### src/rtl/riscv_pkg.sv
// riscv_pkg: shared RV32I/RV64I decode constants.
//   - OPC_*  : major opcode values (instr[6:0])
//   - fmt_t  : instruction format tag presented on out_fmt
//   - F7_*   : funct7 values distinguishing base, alternate (SUB/SRA) and M-extension ops
package riscv_pkg;

    localparam logic [6:0] OPC_LUI      = 7'b0110111;
    localparam logic [6:0] OPC_AUIPC    = 7'b0010111;
    localparam logic [6:0] OPC_JAL      = 7'b1101111;
    localparam logic [6:0] OPC_JALR     = 7'b1100111;
    localparam logic [6:0] OPC_BRANCH   = 7'b1100011;
    localparam logic [6:0] OPC_LOAD     = 7'b0000011;
    localparam logic [6:0] OPC_STORE    = 7'b0100011;
    localparam logic [6:0] OPC_OP_IMM   = 7'b0010011;
    localparam logic [6:0] OPC_OP       = 7'b0110011;
    localparam logic [6:0] OPC_MISC_MEM = 7'b0001111;
    localparam logic [6:0] OPC_SYSTEM   = 7'b1110011;

    typedef enum logic [2:0] {
        FMT_R    = 3'd0,
        FMT_I    = 3'd1,
        FMT_S    = 3'd2,
        FMT_B    = 3'd3,
        FMT_U    = 3'd4,
        FMT_J    = 3'd5,
        FMT_NONE = 3'd7
    } fmt_t;

    localparam logic [6:0] F7_BASE   = 7'b0000000;
    localparam logic [6:0] F7_ALT    = 7'b0100000;
    localparam logic [6:0] F7_MULDIV = 7'b0000001;

endpackage

### src/rtl/inst_decode_stage_imm_gen.sv
// imm_gen: combinational RISC-V immediate assembly.
//   instr : 32-bit instruction word
//   fmt   : decoded format tag (FMT_NONE and FMT_R yield zero)
//   imm   : immediate sign-extended from instr[31] to XLEN bits
module imm_gen
    import riscv_pkg::*;
#(
    parameter int XLEN = 32
) (
    input  logic [31:0]      instr,
    input  fmt_t             fmt,
    output logic [XLEN-1:0]  imm
);

    // Reassemble the scattered immediate bits for each format.
    always_comb begin
        imm = '0;
        case (fmt)
            FMT_I:   imm = {{(XLEN-11){instr[31]}}, instr[30:20]};
            FMT_S:   imm = {{(XLEN-11){instr[31]}}, instr[30:25], instr[11:7]};
            FMT_B:   imm = {{(XLEN-12){instr[31]}}, instr[7], instr[30:25], instr[11:8], 1'b0};
            FMT_U:   imm = {{(XLEN-31){instr[31]}}, instr[30:12], 12'b0};
            FMT_J:   imm = {{(XLEN-20){instr[31]}}, instr[19:12], instr[20], instr[30:21], 1'b0};
            default: imm = '0;
        endcase
    end

endmodule

### src/rtl/inst_decode_stage.sv
// inst_decode_stage: registered RV32I/RV64I decode stage with a DEPTH-entry
// decoded-instruction buffer between fetch and execute.
//   clk, reset (async, active-high), flush (sync discard of buffered entries)
//   in_valid/in_ready/in_instr/in_pc     : fetch side handshake
//   out_valid/out_ready                  : execute side handshake
//   out_pc, out_opcode, out_funct3, out_funct7, out_rs1, out_rs2, out_rd,
//   out_imm, out_fmt, out_illegal        : head entry of the buffer
// Build option: define RV_M_EXT_EN to accept OP encodings with funct7=0000001
// (MUL/DIV/REM) as legal R-type; otherwise they are flagged illegal.
// funct3/funct7 carry the raw instruction bits for every legal entry; unused
// register indices are zeroed, and illegal entries carry only their pc.
module inst_decode_stage
    import riscv_pkg::*;
#(
    parameter int XLEN  = 32,
    parameter int DEPTH = 2
) (
    input  logic             clk,
    input  logic             reset,
    input  logic             flush,
    input  logic             in_valid,
    output logic             in_ready,
    input  logic [31:0]      in_instr,
    input  logic [XLEN-1:0]  in_pc,
    output logic             out_valid,
    input  logic             out_ready,
    output logic [XLEN-1:0]  out_pc,
    output logic [6:0]       out_opcode,
    output logic [2:0]       out_funct3,
    output logic [6:0]       out_funct7,
    output logic [4:0]       out_rs1,
    output logic [4:0]       out_rs2,
    output logic [4:0]       out_rd,
    output logic [XLEN-1:0]  out_imm,
    output logic [2:0]       out_fmt,
    output logic             out_illegal
);

    localparam int PTR_W = $clog2(DEPTH);
    localparam int CNT_W = $clog2(DEPTH) + 1;
    localparam logic [PTR_W-1:0] PTR_ONE = PTR_W'(1);
    localparam logic [CNT_W-1:0] CNT_ONE = CNT_W'(1);
    localparam logic [CNT_W-1:0] CNT_FULL = CNT_W'(DEPTH);
    // RV64 shift amounts are 6 bits, so instr[25] belongs to shamt there.
    localparam logic [6:0] SHIFT_F7_MASK = (XLEN == 64) ? 7'b1111110 : 7'b1111111;

    typedef struct packed {
        logic [XLEN-1:0] pc;
        logic [XLEN-1:0] imm;
        logic [6:0]      opcode;
        logic [2:0]      funct3;
        logic [6:0]      funct7;
        logic [4:0]      rs1;
        logic [4:0]      rs2;
        logic [4:0]      rd;
        fmt_t            fmt;
        logic            illegal;
    } entry_t;

    logic [6:0]       opc_s;
    logic [2:0]       f3_s;
    logic [6:0]       f7_s;
    fmt_t             fmt_s;
    logic             legal_s;
    logic [XLEN-1:0]  imm_s;
    entry_t           dec_s;
    logic             push_s;
    logic             pop_s;

    entry_t           stor_q [DEPTH];
    entry_t           stor_d [DEPTH];
    logic [PTR_W-1:0] wr_ptr_q, wr_ptr_d;
    logic [PTR_W-1:0] rd_ptr_q, rd_ptr_d;
    logic [CNT_W-1:0] count_q, count_d;

    assign opc_s = in_instr[6:0];
    assign f3_s  = in_instr[14:12];
    assign f7_s  = in_instr[31:25];

    // Classify the opcode into a format and decide legality.
    always_comb begin
        fmt_s   = FMT_NONE;
        legal_s = 1'b0;
        case (opc_s)
            OPC_LUI, OPC_AUIPC: begin
                fmt_s   = FMT_U;
                legal_s = 1'b1;
            end
            OPC_JAL: begin
                fmt_s   = FMT_J;
                legal_s = 1'b1;
            end
            OPC_JALR, OPC_LOAD, OPC_MISC_MEM, OPC_SYSTEM: begin
                fmt_s   = FMT_I;
                legal_s = 1'b1;
            end
            OPC_OP_IMM: begin
                fmt_s = FMT_I;
                if (f3_s == 3'b001) begin
                    legal_s = ((f7_s & SHIFT_F7_MASK) == F7_BASE);
                end else if (f3_s == 3'b101) begin
                    legal_s = ((f7_s & SHIFT_F7_MASK) == F7_BASE) ||
                              ((f7_s & SHIFT_F7_MASK) == F7_ALT);
                end else begin
                    legal_s = 1'b1;
                end
            end
            OPC_BRANCH: begin
                fmt_s   = FMT_B;
                legal_s = 1'b1;
            end
            OPC_STORE: begin
                fmt_s   = FMT_S;
                legal_s = 1'b1;
            end
            OPC_OP: begin
                fmt_s = FMT_R;
                case (f7_s)
                    F7_BASE: legal_s = 1'b1;
                    F7_ALT:  legal_s = (f3_s == 3'b000) || (f3_s == 3'b101);
                    F7_MULDIV: begin
`ifdef RV_M_EXT_EN
                        legal_s = 1'b1;
`else
                        legal_s = 1'b0;
`endif
                    end
                    default: legal_s = 1'b0;
                endcase
            end
            default: begin
                fmt_s   = FMT_NONE;
                legal_s = 1'b0;
            end
        endcase
        // Compressed / non-32-bit encodings are never accepted here.
        if (in_instr[1:0] != 2'b11) begin
            legal_s = 1'b0;
        end else begin
            legal_s = legal_s;
        end
        if (!legal_s) begin
            fmt_s = FMT_NONE;
        end else begin
            fmt_s = fmt_s;
        end
    end

    imm_gen #(.XLEN(XLEN)) u_imm_gen (
        .instr (in_instr),
        .fmt   (fmt_s),
        .imm   (imm_s)
    );

    // Build the decoded entry, zeroing register indices the format lacks.
    always_comb begin
        dec_s         = '0;
        dec_s.pc      = in_pc;
        dec_s.fmt     = fmt_s;
        dec_s.illegal = !legal_s;
        if (legal_s) begin
            dec_s.imm    = imm_s;
            dec_s.opcode = opc_s;
            dec_s.funct3 = f3_s;
            dec_s.funct7 = f7_s;
            dec_s.rd     = ((fmt_s == FMT_S) || (fmt_s == FMT_B)) ? 5'd0 : in_instr[11:7];
            dec_s.rs1    = ((fmt_s == FMT_U) || (fmt_s == FMT_J)) ? 5'd0 : in_instr[19:15];
            dec_s.rs2    = ((fmt_s == FMT_I) || (fmt_s == FMT_U) || (fmt_s == FMT_J)) ?
                           5'd0 : in_instr[24:20];
        end else begin
            dec_s.imm = '0;
        end
    end

    assign in_ready  = (count_q != CNT_FULL);
    assign out_valid = (count_q != '0);
    assign push_s    = in_valid && in_ready;
    assign pop_s     = out_valid && out_ready;

    // Next-state for buffer storage, pointers and occupancy; flush wins.
    always_comb begin
        stor_d   = stor_q;
        wr_ptr_d = wr_ptr_q;
        rd_ptr_d = rd_ptr_q;
        count_d  = count_q;
        if (flush) begin
            wr_ptr_d = '0;
            rd_ptr_d = '0;
            count_d  = '0;
        end else begin
            if (push_s) begin
                stor_d[wr_ptr_q] = dec_s;
                wr_ptr_d         = wr_ptr_q + PTR_ONE;
            end else begin
                wr_ptr_d = wr_ptr_q;
            end
            if (pop_s) begin
                rd_ptr_d = rd_ptr_q + PTR_ONE;
            end else begin
                rd_ptr_d = rd_ptr_q;
            end
            case ({push_s, pop_s})
                2'b10:   count_d = count_q + CNT_ONE;
                2'b01:   count_d = count_q - CNT_ONE;
                default: count_d = count_q;
            endcase
        end
    end

    // Buffer state registers; reset clears storage so outputs read as zero.
    always_ff @(posedge clk or posedge reset) begin
        if (reset) begin
            for (int i = 0; i < DEPTH; i++) begin
                stor_q[i] <= '0;
            end
            wr_ptr_q <= '0;
            rd_ptr_q <= '0;
            count_q  <= '0;
        end else begin
            stor_q   <= stor_d;
            wr_ptr_q <= wr_ptr_d;
            rd_ptr_q <= rd_ptr_d;
            count_q  <= count_d;
        end
    end

    assign out_pc      = stor_q[rd_ptr_q].pc;
    assign out_imm     = stor_q[rd_ptr_q].imm;
    assign out_opcode  = stor_q[rd_ptr_q].opcode;
    assign out_funct3  = stor_q[rd_ptr_q].funct3;
    assign out_funct7  = stor_q[rd_ptr_q].funct7;
    assign out_rs1     = stor_q[rd_ptr_q].rs1;
    assign out_rs2     = stor_q[rd_ptr_q].rs2;
    assign out_rd      = stor_q[rd_ptr_q].rd;
    assign out_fmt     = stor_q[rd_ptr_q].fmt;
    assign out_illegal = stor_q[rd_ptr_q].illegal;

endmodule

### config.mk
export PLATFORM = sky130hd
export DESIGN_NAME = inst_decode_stage
export DESIGN_NICKNAME = d
export VERILOG_FILES = /design/src/rtl/riscv_pkg.sv /design/src/rtl/inst_decode_stage_imm_gen.sv /design/src/rtl/inst_decode_stage.sv
export SDC_FILE = /design/constraint.sdc
export NUM_CORES = 1
export LEC_CHECK = 0
export ABC_AREA = 1
export BUFFER_PORTS_ARGS = -buffer_cell sky130_fd_sc_hd__buf_2
export CAP_MARGIN = 0
export CELL_PAD_IN_SITES_DETAIL_PLACEMENT = 2
export CELL_PAD_IN_SITES_GLOBAL_PLACEMENT = 2
export CORE_AREA = 2 2 177 179
export DETAILED_ROUTE_END_ITERATION = 8
export DIE_AREA = 0 0 179 181
export GPL_TIMING_DRIVEN = 0
export HOLD_SLACK_MARGIN = 0.12
export MAX_ROUTING_LAYER = met4
export PLACE_DENSITY = 0.91
export SLEW_MARGIN = 20
export SYNTH_ARGS = -nofsm -noshare
export SYNTH_HDL_FRONTEND = slang
export SYNTH_SLANG_ARGS = --single-unit
### constraint.sdc
create_clock -name clk -period 7.52 [get_ports clk]
set_clock_uncertainty 0.2 [all_clocks]
set_input_delay 0.752 -clock clk [delete_from_list [all_inputs] [get_ports clk]]
set_output_delay 0.752 -clock clk [all_outputs]
set_load 0.01 [all_outputs]
==> results of run 1 <==
==> final cells by class <==
| class | count | area (µm²) |
|---|---|---|
| Buffer | 75 | 308 |
| Timing Repair Buffer | 171 | 906 |
| Sequential cell | 204 | 5100 |
| Clock inverter | 12 | 130 |
| Tap cell | 396 | 495 |
| Inverter | 93 | 359 |
| Antenna cell | 1 | 2.50 |
| Multi-Input combinational cell | 888 | 3890 |
| Clock buffer | 35 | 754 |
| Fill cell | 3518 | 18400 |
==> worst max-delay path, delay by kind of cell (launching register included) <==
kind / cells / cell delay, ns
and+or+nand+nor: 1 / 0.16
DFF: 1 / 0.47
buffers and inverters: 3 / 1.49
AOI/OAI and AO/OA: 1 / 0.17
==> cells in the mapped netlist (5+ instances only) <==
cell type	n
sky130_fd_sc_hd__nand3_1	61
sky130_fd_sc_hd__a31oi_1	9
sky130_fd_sc_hd__clkbuf_1	55
sky130_fd_sc_hd__nor2_2	5
sky130_fd_sc_hd__o31ai_1	8
sky130_fd_sc_hd__buf_1	9
sky130_fd_sc_hd__o21ai_0	155
sky130_fd_sc_hd__nand3_2	12
sky130_fd_sc_hd__nand2_1	564
sky130_fd_sc_hd__dfrtp_1	204
sky130_fd_sc_hd__o21ai_1	9
sky130_fd_sc_hd__nor2_1	33
sky130_fd_sc_hd__buf_2	9
sky130_fd_sc_hd__inv_2	8
sky130_fd_sc_hd__inv_1	84
sky130_fd_sc_hd__nand4_1	7
==> through the flow <==
stage,power [W],TNS [ns],hold slack (ns),util [%]
2_1_floorplan,0.00205,0,0.242,-
3_3_place_gp,0.00243,-337.55,0.255,36.2
3_5_place_dp,0.00253,0,0.264,36.4
4_1_cts,0.00385,0,0.241,39.4
5_1_grt,0.00403,0,0.259,39.4
6_report,0.00382,0,0.255,39.4
==> power groups by stage <==
stage / clock network [W] / logic [W] / registers [W]
final: 0.00128 / 0.00101 / 0.00152
after global routing: 0.00135 / 0.00113 / 0.00155
after CTS: 0.00131 / 0.00102 / 0.00152
after detailed placement: 0 / 0.000999 / 0.00153
after global placement: 0 / 0.000926 / 0.00150
after floorplan: 0 / 0.000574 / 0.00148
==> cell usage in the layout (no fill, tap or decap), drive strengths merged <==
| master | count |
|---|---|
| o21bai | 1 |
| inv | 94 |
| o21ai | 164 |
| clkinvlp | 2 |
| nand3b | 3 |
| nor4 | 1 |
| a21oi | 4 |
| a31oi | 9 |
| diode | 1 |
| buf | 190 |
| clkinv | 7 |
| nand4 | 9 |
| nand3 | 73 |
| bufinv | 2 |
| a21boi | 1 |
| o22ai | 1 |
| dfrtp | 204 |
| nor2 | 40 |
| clkbuf | 90 |
| xor2 | 1 |
| o31ai | 8 |
| dlygate4sd3 | 1 |
| nand2 | 570 |
| nor3 | 3 |
==> layer usage <==
| metal | GRT usage [%] | share of wire, % |
|---|---|---|
| met5 | - | 0 |
| met4 | 10.1 | 4.3 |
| met3 | 3.32 | 4.6 |
| met2 | 44.7 | 50 |
| met1 | 32.1 | 41 |
==> registers in the layout, indices dropped and copies added (netlist names) <==
| register | cells |
|---|---|
| stor_q | 200 |
| count_q | 2 |
| rd_ptr_q | 1 |
| wr_ptr_q | 1 |
==> kinds of logic (layout without fill, tap and decap cells) <==
| family | Yosys count | after routing |
|---|---|---|
| AOI/OAI and AO/OA | 188 | 188 |
| DFF | 204 | 204 |
| and+or+nand+nor | 699 | 699 |
| other | 0 | 1 |
| xor gates and xnor gates | 1 | 1 |
| buffers and inverters | 168 | 386 |
==> worst max path at each step <==
stage / from / endpoint / depth (start not counted)
4_1_cts: rd_ptr_q / out_imm[31] / 5
3_3_place_gp: reset / stor_q[144] / 2
3_5_place_dp: in_valid / stor_q[173] / 8
5_1_grt: rd_ptr_q / out_rs2[4] / 6
6_report: rd_ptr_q / out_imm[31] / 5
2_1_floorplan: reset / count_q[0] / 1
==> results summary, run 1 <==
The flow ran to the end, and the final reports show no timing, DRC or antenna violations. The y dimension of the die came out at 181 µm. The number of hold violations in the final report is 0.

The internal portion of total power came out at 0.00245 W. At the pin with the least slew margin, the transition time is 0.918 ns. The clock network accounts for 33.7% of the total power. The final-report max-slew violation count is 0. The portion of total power attributed to sequential cells is 39.9%.

Of all nets on the critical path, the largest fanout is 10. The synthesized design contains 204 register bits. The most instantiated flip-flop cell in the synthesis netlist is sky130_fd_sc_hd__dfrtp_1.

The largest stage delay on the critical path is 0.73 ns. The unique cell type count in the Yosys netlist came out at 33. The worst register-to-register path has a depth of 9. Setup violations remaining at the end of the flow were counted as 0. The number of cells produced by synthesis came out at 1,260.

At the later pin of the worst-skew pair, clock insertion delay measures 0.54 ns. The area growth from synthesis to layout is 23.8%. Traced cell by cell, the critical path runs through clkbuf_1, clkbuf_1, nand2_1, o21ai_0, buf_2. The async set or reset register ratio after synthesis came out at 100%. The startpoint identified for the worst hold timing path is in_pc[28]. The finished cells cover 12,000 µm². The die covers 32,400 µm². The cell occurring most often along the worst timing path is sky130_fd_sc_hd__clkbuf_1. Once placement finished, the instance area stood at 11,100 µm². The detail-routed net length per standard cell came out at 21.9 µm. After layout, the minimum clock period comes to 3.80 ns.

The biggest area contributor in the post-synthesis netlist is sky130_fd_sc_hd__dfrtp_1. The clock edge transition at the registers on the reported setup and hold paths came out at 0.06 ns. After synthesis, the largest family of logic cells by area is simple AND/OR/NAND/NOR gates.

The cell area after technology mapping is 9660 µm². The post-cts hold buffer count came out at 1. The count of nets after finishing came out at 1,528.

Setup repair after global routing left no endpoint under its margin. In this run, CTS created clock tree buffers numbering 26. The worst slack after detailed placement came out at 4.32 ns. The count of buffers added on input and output ports is 168. Post-CTS timing repair inserted 0 buffers for setup.

In this run the deepest clock path goes through 3 buffers. TritonCTS built the clock tree. The wire length of the first global-routing pass came out at 64.0 mm. The iteration count of the initial detailed-routing pass is 4. Dividing the synthesized area by the synthesized cell count gives 7.67 µm². Headroom to the max-slew limit came out at 38.8%. Row generation in the floorplan step produced 64 rows. After clock tree synthesis, the repair step resized 0 gates. For this design the ratio of total power to cell area is 319 nW/µm². The power dissipated by switching net loads came out at 0.00136 W. Using the TritonRoute via totals, the vias-per-cell ratio works out to 5.22.

The DRC violation total after the first TritonRoute iteration came out at 595. The sink of the worst hold path is stor_q[96]. The worst hold path was traced through 3 stages. The number of nets still failing antenna checks after routing is 0. The final worst slack is 3.72 ns. Across the VDD grid, the largest voltage drop is 0.000175 V.

The DRC violation count after routing is 0. For the worst setup path, the data arrival time is 2.85 ns. The highest clock frequency the design can meet is 0.263 GHz.

The total wire length after detailed routing is 41.1 mm. The fraction of the mapped netlist area in compound gates came out at 10.1%. The slack of the worst reg-to-reg path is 4.58 ns. On the critical path, the stage with the largest delay is an instance of sky130_fd_sc_hd__clkbuf_1. The floorplan step defined a core boundary enclosing 30,300 µm². The starting density of the core is 31.8%.

Dividing the final minimum period by the clock period gives 50.5%. For this design the static power due to leakage is 6.45 nW. STA classifies the critical path endpoint as an output port. The overall routing resource usage came out at 26.5%.

Of the total synthesized cell area, the portion taken by full adders, half adders and majority gates is 0%. Entering global routing, the biggest net connects 95 pins. The count of flip-flops with a built-in enable after synthesis is 0.

Max-cap violations in this run came to 0. The post-synthesis share of cell area spent on and, or, nand and nor gates came out at 30.1%. The synthesized netlist net count came out at 1,329.

The Yosys step of the flow raised 0 warnings. After synthesis, the share of cell area in mux cells is 0%. The clock sink total came out at 204. The part of the total power dissipated in combinational logic is 26.4%. The estimated wirelength of the detail-placed design came out at 29.3 mm. The startpoint of the most critical register-to-register path is count_q[0]. The endpoint required time on the critical path is 6.57 ns. The CTS H-tree depth came out at 1. The startpoint type of the worst setup path is a flip-flop.

The top cell type by area accounts for 52.8% of the synthesized area. The share of layout cells above drive strength 1 is 17.9%. At the end of routability-driven placement, the weighted congestion stood at 0.860. In the post-synthesis netlist, the biggest area contributors are sky130_fd_sc_hd__dfrtp_1 (53%), sky130_fd_sc_hd__nand2_1 (22%), sky130_fd_sc_hd__o21ai_0 (8.0%). Once layout is complete, the cells apart from fillers number 1,875. The worst hold path class is primary input to flip-flop. The endpoint identified for the worst register-to-register timing path is stor_q[0]. The post-placement cell count is 1,826.

The critical path is of the flip-flop to output port type. The root buffer cell is sky130_fd_sc_hd__clkbuf_16. Global routing finished with a remaining overflow of 0.

For this design the top-level I/O count stands at 171. The die is 179 µm wide. The via count of the first global-routing pass came to 10,900. The switching power share of the total is 35.7%. The share of the Yosys chip area taken by registers is 52.8%. The xor and xnor area share after synthesis came out at 0.0907%. The initial antenna violation count came out at 1.

The vias after detailed routing is 9,784.
(Power assumes the default switching activity.)
==> run 2, diff against run 1 <==
- clock period: 7.52 -> 3.8 ns (I/O delays scaled with it)
==> run 2 against run 1 <==
Combinational power grew 120%. Wire length grew 11%. Sequential share of layout area shrank 2.2 points. Cell count grew 3.6%. First-iteration DRC count shrank 2.9%. Largest power group unchanged. Largest cell class unchanged. Clock power grew 85%. Sequential power grew 100%. Die area is the same. Cell area grew 5.4%.
==> results summary, run 2 (synthesis gave the netlist of run 1 again) <==
The startpoint type of the worst setup path is a flip-flop (unchanged). The total wire length after detailed routing came to 45.7 mm (was 41.1 mm). Unrepaired setup endpoints after global routing: false (unchanged).

The final design utilization was 41.5% (was 39.4%). The initial antenna violation count was 0 (was 1). The global placer's final weighted congestion came out at 0.890 (was 0.860). The buffer depth of the longest clock path came out at 3 (unchanged). The die area came out at 32,400 µm² (unchanged). The worst flop-to-flop path endpoint is stor_q[40] (was stor_q[0]).

The pin count of the biggest net entering global routing came out at 34 (was 95). The path depth of the worst reg2reg path was 7 (was 9). The die extent in x is 179 µm (unchanged).

Largest regs: stor_q (200), count_q (2) (unchanged). The clock sink total came to 204 (unchanged). The number of nets still failing antenna checks after routing was 0 (unchanged).

The vias per cell is 5.29 (was 5.22). The number of gates resized after cts was 0 (unchanged). The root buffer cell was sky130_fd_sc_hd__clkbuf_16 (unchanged). The y dimension of the die is 181 µm (unchanged).

The max-cap check violation count is 0 (unchanged). The iteration count of the initial detailed-routing pass is 6 (was 4). The DRC violation count after routing is 0 (unchanged).

The count of nets after finishing came out at 1,599 (was 1,528). The floorplan row count is 64 (unchanged). The share of the clock period used by the worst path after layout is 90.2%. The startpoint of the most critical register-to-register path was count_q[0] (unchanged). The boundary pin count is 171 (unchanged). The share of layout cells above drive strength 1 came to 16.9% (was 17.9%). The vias after detailed routing came out at 10,300 (was 9,784). The final setup TNS came to 0 ns (unchanged).

The standard cell core area came out at 30,300 µm² (unchanged). The kind of capture point of the worst setup path was an output port (unchanged). The startpoint of the most critical hold path is in_instr[31] (was in_pc[28]). The remaining global-route overflow came out at 0 (unchanged). The via count of the first global-routing pass came out at 11,800 (was 10,900). The wire length of the first global-routing pass is 70.3 mm (was 64.0 mm).

The number of antenna diodes is 0 (was 1). The kind of critical path is flip-flop to output port (unchanged). The number of flip-flops under the largest register name is 200 (unchanged). The final-report max-slew violation count came out at 0 (unchanged). The data arrival time of the critical path came out at 2.85 ns (about the same). The final worst slack is 0.373 ns (was 3.72 ns). The highest clock frequency the design can meet is 0.292 GHz. The worst slew slack as a fraction of its limit is 43.8% (was 38.8%).

The worst hold path class was primary input to flip-flop (unchanged). The detail-routed net length per standard cell came to 23.5 µm (was 21.9 µm). The slack of the worst reg-to-reg path came out at 0.82 ns (was 4.58 ns). The number of hold violations in the final report is 0 (unchanged).

The estimated wirelength of the detail-placed design is 29.0 mm (was 29.3 mm). The total power per unit cell area was 603 nW/µm² (was 319 nW/µm²). The setup-violating endpoint count in the final report came out at 0 (unchanged).

The worst slack after detailed placement is 0.942 ns (was 4.32 ns). The count of input and output buffers was 168 (unchanged). The total CTS buffers came out at 25 (was 26).

The post-cts hold buffer count came out at 69 (was 1). The clock edge transition at the registers on the reported setup and hold paths is 0.06 ns (about the same). The maximum vdd ir drop is 0.000283 V (was 0.000175 V). The most common library cell in the layout ignoring fill and taps is sky130_fd_sc_hd__nand2_1 (unchanged).

The peak fanout along the critical path came out at 10 (unchanged). The overall routing resource usage is 29.4% (was 26.5%). The CTS H-tree depth is 1 (unchanged). The time the final worst path needs with I/O delays and setup came out at 3.43 ns. The sink of the worst hold path is stor_q[25] (was stor_q[96]). The static leakage power is 6.71 nW (was 6.45 nW). Result of the run: finished, final reports clean (unchanged). The worst hold path depth came out at 5 (was 3). The CTS tree is built (unchanged). The slew of the pin with the lowest slew margin came out at 0.843 ns (was 0.918 ns).

Commonest cells after routing, fill and taps aside: sky130_fd_sc_hd__nand2_1 (564), sky130_fd_sc_hd__dfrtp_1 (204), sky130_fd_sc_hd__buf_2 (177) (unchanged). The clock network latency to the later pin of the worst-skew pair came out at 0.53 ns (was 0.54 ns). The endpoint required time on the critical path came out at 3.22 ns (was 6.57 ns). The post-CTS setup repair buffer count came out at 0 (unchanged). The DRC violation total after the first TritonRoute iteration came out at 578 (was 595). The starting density of the core is 31.8% (unchanged). The largest register by flop count is stor_q (unchanged). The area growth from synthesis to layout is 30.4% (was 23.8%).
-- run 2: layer usage --
layer	global-route usage (%)	share of wire, %	up-vias
li1	-	-	4507
met1	33.6	39	5276
met2	51.1	51	388
met3	4.59	5.7	116
met4	11.5	4.1	0
met5	-	0	-
-- run 2: per-stage QoR --
| step | cell area, µm² | hold WS (ns) | cells | power (W) |
|---|---|---|---|---|
| finish | 12600 | 0.184 | 1943 | 0.00760 |
| global route | 12600 | 0.206 | 1943 | 0.00799 |
| CTS | 12600 | 0.160 | 1943 | 0.00751 |
| detailed placement | 11100 | 0.264 | 1830 | 0.00501 |
| global placement | 11000 | 0.255 | 1824 | 0.00481 |
| floorplan | 9660 | 0.242 | 1260 | 0.00406 |
-- run 2: worst max-delay path by stage --
stage | startpoint | cells past startpoint | endpoint | slack (ns)
2_1_floorplan | reset | 1 | count_q[0] | 0.58
3_3_place_gp | reset | 2 | stor_q[142] | -0.85
3_5_place_dp | count_q[0] | 9 | stor_q[168] | 0.94
4_1_cts | rd_ptr_q | 5 | out_pc[30] | 0.40
5_1_grt | rd_ptr_q | 5 | out_fmt[2] | 0.27
6_report | rd_ptr_q | 5 | out_fmt[2] | 0.37
-- run 2: where the power goes --
group | total (W) | leakage (nW) | internal (W) | switching [W]
Sequential | 0.00304 | 2.69 | 0.00270 | 0.000343
Combinational | 0.00219 | 3.63 | 0.000701 | 0.00149
Clock | 0.00237 | 0.393 | 0.00139 | 0.000977
-- run 2: layout make-up --
cell class / instances / area [µm²]
Fill cell: 3452 / 17700
Timing Repair Buffer: 243 / 1650
Tap cell: 396 / 495
Clock inverter: 6 / 55.1
Clock buffer: 38 / 734
Sequential cell: 204 / 5100
Multi-Input combinational cell: 888 / 3890
Buffer: 75 / 308
Inverter: 93 / 355
-- run 2: critical path: stages (launching register included) --
cell and delay [ns]:
sky130_fd_sc_hd__dfrtp_1 0.51, sky130_fd_sc_hd__clkbuf_1 0.68, sky130_fd_sc_hd__clkbuf_1 0.58, sky130_fd_sc_hd__nand2_1 0.12, sky130_fd_sc_hd__o21ai_0 0.20, sky130_fd_sc_hd__buf_2 0.22
